**config.mk**
```make
export PLATFORM = sky130hd
export DESIGN_NAME = fetch_unit
export DESIGN_NICKNAME = d
export VERILOG_FILES = /design/src/rtl/fetch_unit.sv
export SDC_FILE = /design/constraint.sdc
export NUM_CORES = 1
export LEC_CHECK = 0
export ABC_AREA = 1
export CAP_MARGIN = 15
export CORE_MARGIN = 8
export CORE_UTILIZATION = 25
export DETAILED_ROUTE_END_ITERATION = 10
export DONT_BUFFER_PORTS = 1
export PLACE_DENSITY = 0.45
export SLEW_MARGIN = 20
export SYNTH_ARGS = -nofsm -noshare
export SYNTH_HDL_FRONTEND = slang
export SYNTH_SLANG_ARGS = --single-unit
```
**constraint.sdc**
```tcl
create_clock -name clock -period 4.6 [get_ports clock]
set_clock_uncertainty 0.05 [all_clocks]
set_input_delay 0.46 -clock clock [delete_from_list [all_inputs] [get_ports clock]]
set_output_delay 0.46 -clock clock [all_outputs]
set_load 0.01 [all_outputs]
```
**src/rtl/fetch_unit.sv**
```systemverilog
// rtl/fetch_unit.sv - queued instruction fetch stage between the core and the instruction cache
// Define FETCH_LINE_BUFFER_EN to serve sequential fetches from the last returned cache line.
module fetch_unit #(
  parameter int PC_WIDTH    = 32,
  parameter int INSTR_WIDTH = 32,
  parameter int LINE_WIDTH  = 128,
  parameter int QUEUE_DEPTH = 4
) (
  input  logic                   clock,
  input  logic                   reset,
  input  logic [PC_WIDTH-1:0]    boot_addr,
  input  logic                   take_branch,
  input  logic [PC_WIDTH-1:0]    branch_pc,
  input  logic                   stall_fetch,
  output logic                   decode_instr_valid,
  output logic [INSTR_WIDTH-1:0] decode_instr_data,
  output logic [PC_WIDTH-1:0]    decode_instr_pc,
  output logic                   icache_req_valid,
  output logic [PC_WIDTH-1:0]    icache_req_addr,
  input  logic                   icache_ready,
  input  logic                   icache_rsp_valid,
  input  logic [LINE_WIDTH-1:0]  icache_rsp_data
);

  localparam int OFF = $clog2(LINE_WIDTH / 8);
  localparam int QW  = $clog2(QUEUE_DEPTH);

  typedef enum logic [1:0] {FETCH, WAIT, DRAIN} state_t;

  state_t state;
  state_t state_next;

  logic [PC_WIDTH-1:0]    fetch_pc;
  logic [PC_WIDTH-1:0]    q_pc    [QUEUE_DEPTH];
  logic [INSTR_WIDTH-1:0] q_instr [QUEUE_DEPTH];
  logic [QW-1:0]          head;
  logic [QW-1:0]          tail;
  logic [QW:0]            count;

  logic                   full;
  logic                   req;
  logic                   hit;
  logic                   rsp_push;
  logic                   push;
  logic                   pop;
  logic                   lb_match;
  logic [INSTR_WIDTH-1:0] lb_word;
  logic [INSTR_WIDTH-1:0] rsp_word;
  logic [INSTR_WIDTH-1:0] push_instr;

  function automatic logic [INSTR_WIDTH-1:0] select_word(input logic [LINE_WIDTH-1:0] line,
                                                         input logic [OFF-1:0] byte_off);
    logic [OFF-1:0] idx;
    idx = byte_off >> 2;
    return INSTR_WIDTH'(line >> (INSTR_WIDTH * int'(idx)));
  endfunction

  assign full     = (count == (QW+1)'(QUEUE_DEPTH));
  assign rsp_word = select_word(icache_rsp_data, fetch_pc[OFF-1:0]);

`ifdef FETCH_LINE_BUFFER_EN
  logic                    lb_valid;
  logic [PC_WIDTH-OFF-1:0] lb_tag;
  logic [LINE_WIDTH-1:0]   lb_data;

  // A redirect does not invalidate the line: instruction memory is read-only.
  always_ff @(posedge clock) begin
    if (reset) begin
      lb_valid <= 1'b0;
    end else if (rsp_push) begin
      lb_valid <= 1'b1;
      lb_tag   <= fetch_pc[PC_WIDTH-1:OFF];
      lb_data  <= icache_rsp_data;
    end
  end

  assign lb_match = lb_valid && (lb_tag == fetch_pc[PC_WIDTH-1:OFF]);
  assign lb_word  = select_word(lb_data, fetch_pc[OFF-1:0]);
`else
  assign lb_match = 1'b0;
  assign lb_word  = '0;
`endif

  always_ff @(posedge clock) begin
    if (reset) begin
      state <= FETCH;
    end else begin
      state <= state_next;
    end
  end

  always_comb begin
    state_next = state;
    case (state)
      FETCH: if (req && icache_ready) state_next = WAIT;
      WAIT: begin
        if (icache_rsp_valid) begin
          state_next = FETCH;
        end else if (take_branch) begin
          state_next = DRAIN;
        end
      end
      // The stale response retires the drain even if another redirect lands with it.
      DRAIN: if (icache_rsp_valid) state_next = FETCH;
      default: state_next = FETCH;
    endcase
  end

  always_comb begin
    req      = 1'b0;
    hit      = 1'b0;
    rsp_push = 1'b0;
    case (state)
      FETCH: begin
        if (!full && !take_branch) begin
          if (lb_match) begin
            hit = 1'b1;
          end else begin
            req = 1'b1;
          end
        end
      end
      WAIT:    rsp_push = icache_rsp_valid && !take_branch;
      default: ;
    endcase
  end

  assign push       = hit || rsp_push;
  assign push_instr = hit ? lb_word : rsp_word;
  assign pop        = decode_instr_valid && !stall_fetch && !take_branch;

  always_ff @(posedge clock) begin
    if (reset) begin
      fetch_pc <= boot_addr;
    end else if (take_branch) begin
      fetch_pc <= branch_pc & ~PC_WIDTH'(3);
    end else if (push) begin
      fetch_pc <= fetch_pc + PC_WIDTH'(4);
    end
  end

  always_ff @(posedge clock) begin
    if (reset || take_branch) begin
      head  <= '0;
      tail  <= '0;
      count <= '0;
    end else begin
      if (push) begin
        q_pc[tail]    <= fetch_pc;
        q_instr[tail] <= push_instr;
        tail          <= tail + 1'b1;
      end
      if (pop) begin
        head <= head + 1'b1;
      end
      case ({push, pop})
        2'b10:   count <= count + 1'b1;
        2'b01:   count <= count - 1'b1;
        default: ;
      endcase
    end
  end

  assign decode_instr_valid = !reset && (count != '0);
  assign decode_instr_data  = decode_instr_valid ? q_instr[head] : '0;
  assign decode_instr_pc    = decode_instr_valid ? q_pc[head] : '0;
  assign icache_req_valid   = req && !reset;
  assign icache_req_addr    = fetch_pc;

endmodule

```
==> flow_metrics.py <==
metrics = {
    "floorplan": {
        "die_w_um": 251,
        "placementRows": 86,
        "core_area_um2": 54800,
        "pin_count": 296,
        "die-area_um2": 62900,
        "dieHeight_um": 251,
        "initial_utilization_pct": 25.2,
    },
    "layout": {
        "layout.area.seq_um2": 8880,
        "multi_input_area_um2": 4410,
        "fin_nets": 1575,
        "fillers": 5668,
        "final_cell_mix": "nor2_1, edfxtp_1, o21ai_0",
        "design_area_um2": 15600,
        "area_growth_syn_to_layout_pct": 13.4,
        "drive_gt1_share_pct": 6.68,
        "layout_commonest_cell": "nor2_1",
    },
    "sta": {
        "setup_violations": 0,
        "maxSlewHeadroom_pct": 31.4,
        "fin_crit_sh_pct": 75.1,
        "hold_viol": 0,
        "drv_slew": 0,
        "fin_setup_tns_ns": 0,
        "worstMarginPinSlew_ns": 1.03,
        "fin_crit_ns": 3.45,
        "clock.fmax_mhz": 290,
        "rsz0062_at_grt": "no",
    },
    "clock_network": {
        "cts_tree": "yes",
        "htree_levels": 2,
        "clock-sinks": 299,
        "worstSkewPairLatency_ns": 0.53,
        "clockBufferDepth": 3,
        "cts_root_buffer": "clkbuf_16",
        "clkSlewWorstSetupHoldPaths_ns": 0.06,
        "cts_buffers": 36,
    },
    "setup_path": {
        "criticalPathCategory": "flip-flop to output port",
        "critPathArrivalTime_ns": 2.94,
        "critPathTopFamily": "buffers and inverters",
        "critical_path_peak_fanout": 78,
        "required_ns": 4.09,
        "critPathSlowestCell": "buf_4",
        "crit_chain": "buf_4 > nor2_1 > nor2_1 > o21ai_0 > a21oi_1",
        "startpoint_type": "flip-flop",
        "crit_buf_inv": 1,
        "cp_slowest_stage_delay_ns": 0.80,
        "end_kind": "output port",
        "critPathMostFrequentCell": "nor2_1",
    },
    "power_and_ir_drop": {
        "p_per_area_nw_per_um2": 402,
        "static-leakage-power_nw": 5.35,
        "ir_drop_uv": 275,
    },
    "placement": {
        "hpwl_um": 28900,
        "placed_cell_area_um2": 14500,
        "io_buffers": 0,
        "globalplace.congestion": 0.947,
    },
    "route": {
        "firstDrtPassIters": 5,
        "wire_per_inst_um": 20.8,
        "dr.first_iter.drc_count": 619,
        "post_drt_via_cell_ratio": 4.72,
        "drc": 0,
        "final_antenna_net_count": 0,
        "num_vias": 9906,
        "drt_wl_total_um": 43600,
    },
    "yosys": {
        "syn_nets": 1597,
        "yosys_warnings": 0,
        "seq_area_frac_synth_pct": 64.3,
        "synthCells": 1392,
        "synth_area_per_cell_um2": 9.91,
        "synth.cell_area_um2": 13800,
        "synth_seq_cells": 299,
        "yosysUniqueCellTypes": 33,
    },
    "global_route": {
        "overflow": 0,
        "grt.total_usage_pct": 13.3,
        "grt_pass1_vias": 9785,
        "grt_pass1_wl_um": 63900,
        "antenna_found_initial": 0,
        "grt_max_degree": 94,
    },
    "job": {
        "cap_viol_max_count": 0,
    },
    "hold_path": {
        "hp-class": "input pin to flip-flop",
    },
    "outcome": {
        "status": "finished clean",
    },
}
[flip-flops by register name, summed over array words and instances, names as in the netlist, named ones only]
| name | cells |
|---|---|
| count | 3 |
| q_pc | 128 |
| head | 2 |
| state | 2 |
| icache_req_addr | 32 |
| tail | 2 |
| q_instr | 128 |
[Yosys cell counts, drive strengths merged]
cell type | n | share of area (%)
buf | 44 | 1.6
and2 | 1 | 0.045
nor3 | 5 | 0.22
edfxtp | 288 | 63
nand3b | 1 | 0.054
nand4 | 3 | 0.14
ha | 6 | 0.54
a21oi | 94 | 3.4
inv | 51 | 1.4
dfxtp | 11 | 1.6
clkbuf | 38 | 1.0
o22ai | 33 | 1.5
nand3 | 33 | 1.2
xnor2 | 2 | 0.13
nand2 | 176 | 5.0
nor2 | 383 | 11
o21bai | 3 | 0.16
nor4 | 1 | 0.045
o21ai | 218 | 7.9
fa | 1 | 0.15
[area by class of cell]
| type | count | area share [%] |
|---|---|---|
| Antenna cell | 1 | 0.0160 |
| Clock inverter | 15 | 0.912 |
| Tap cell | 704 | 5.63 |
| Timing Repair Buffer | 22 | 1.07 |
| Multi-Input combinational cell | 960 | 28.2 |
| Sequential cell | 299 | 56.7 |
| Clock buffer | 46 | 6.20 |
| Inverter | 51 | 1.26 |
[worst register-to-register path: stages, from the launching register on]
cell,delay (ns)
dfxtp_1,0.37
inv_1,0.07
nor2_1,0.12
nand2_1,0.12
nor2_1,0.22
nand2_1,0.28
nor2_4,0.56
buf_4,0.54
[logic make-up after synthesis]
family	synth area share, %
AOI/OAI and AO/OA	13.0
xor gates and xnor gates	0.127
adders and majority gates	0.690
buffers and inverters	4.01
DFF	64.3
and+or+nand+nor	17.9
[worst paths after layout]
check	startpoint	end	slack, ns	cells after the start
max reg2reg	state[0]$_SDFFE_PP0P_	q_instr[2][25]$_DFFE_PP_	1.88	7
min	take_branch	state[1]$_SDFFE_PP0P_	0.06	2
max	flip-flop	decode_instr_data[0]	1.15	5
min reg2reg	head[0]$_SDFFE_PP0P_	head[0]$_SDFFE_PP0P_	0.43	1
[power breakdown]
part | switching (mW) | total, mW | internal [mW]
Sequential | 0.109 | 3.20 | 3.09
Combinational | 0.275 | 0.373 | 0.0982
Clock | 1.07 | 2.72 | 1.64
Total | 1.45 | 6.29 | 4.84
[through the flow]
stage / setup slack (ns) / hold slack [ns] / std cells / util (%) / power, mW
2_1_floorplan: 0.437 / 0.394 / 1392 / - / 3.47
3_3_place_gp: 1.52 / 0.404 / 2035 / 26.5 / 3.63
3_5_place_dp: 1.51 / 0.412 / 2035 / 26.5 / 3.64
4_1_cts: 0.934 / 0.0109 / 2097 / 28.6 / 6.40
5_1_grt: 0.728 / 0.0301 / 2097 / 28.6 / 6.54
6_report: 1.15 / 0.0563 / 2098 / 28.6 / 6.29
[timing repair]
item,CTS,global route
setup buffers,0,0
gates resized for setup,0,0
hold buffers,1,0
hold endpoints to repair,2,0
[layer usage]
metal / GRT usage [%] / vias to the layer above / share of wire (%)
li1: - / 4770 / -
met1: 15.8 / 4723 / 42
met2: 22.4 / 360 / 46
met3: 4.94 / 53 / 8.9
met4: 3.84 / 0 / 2.2
met5: 0 / - / 0
(Power assumes the default switching activity.)
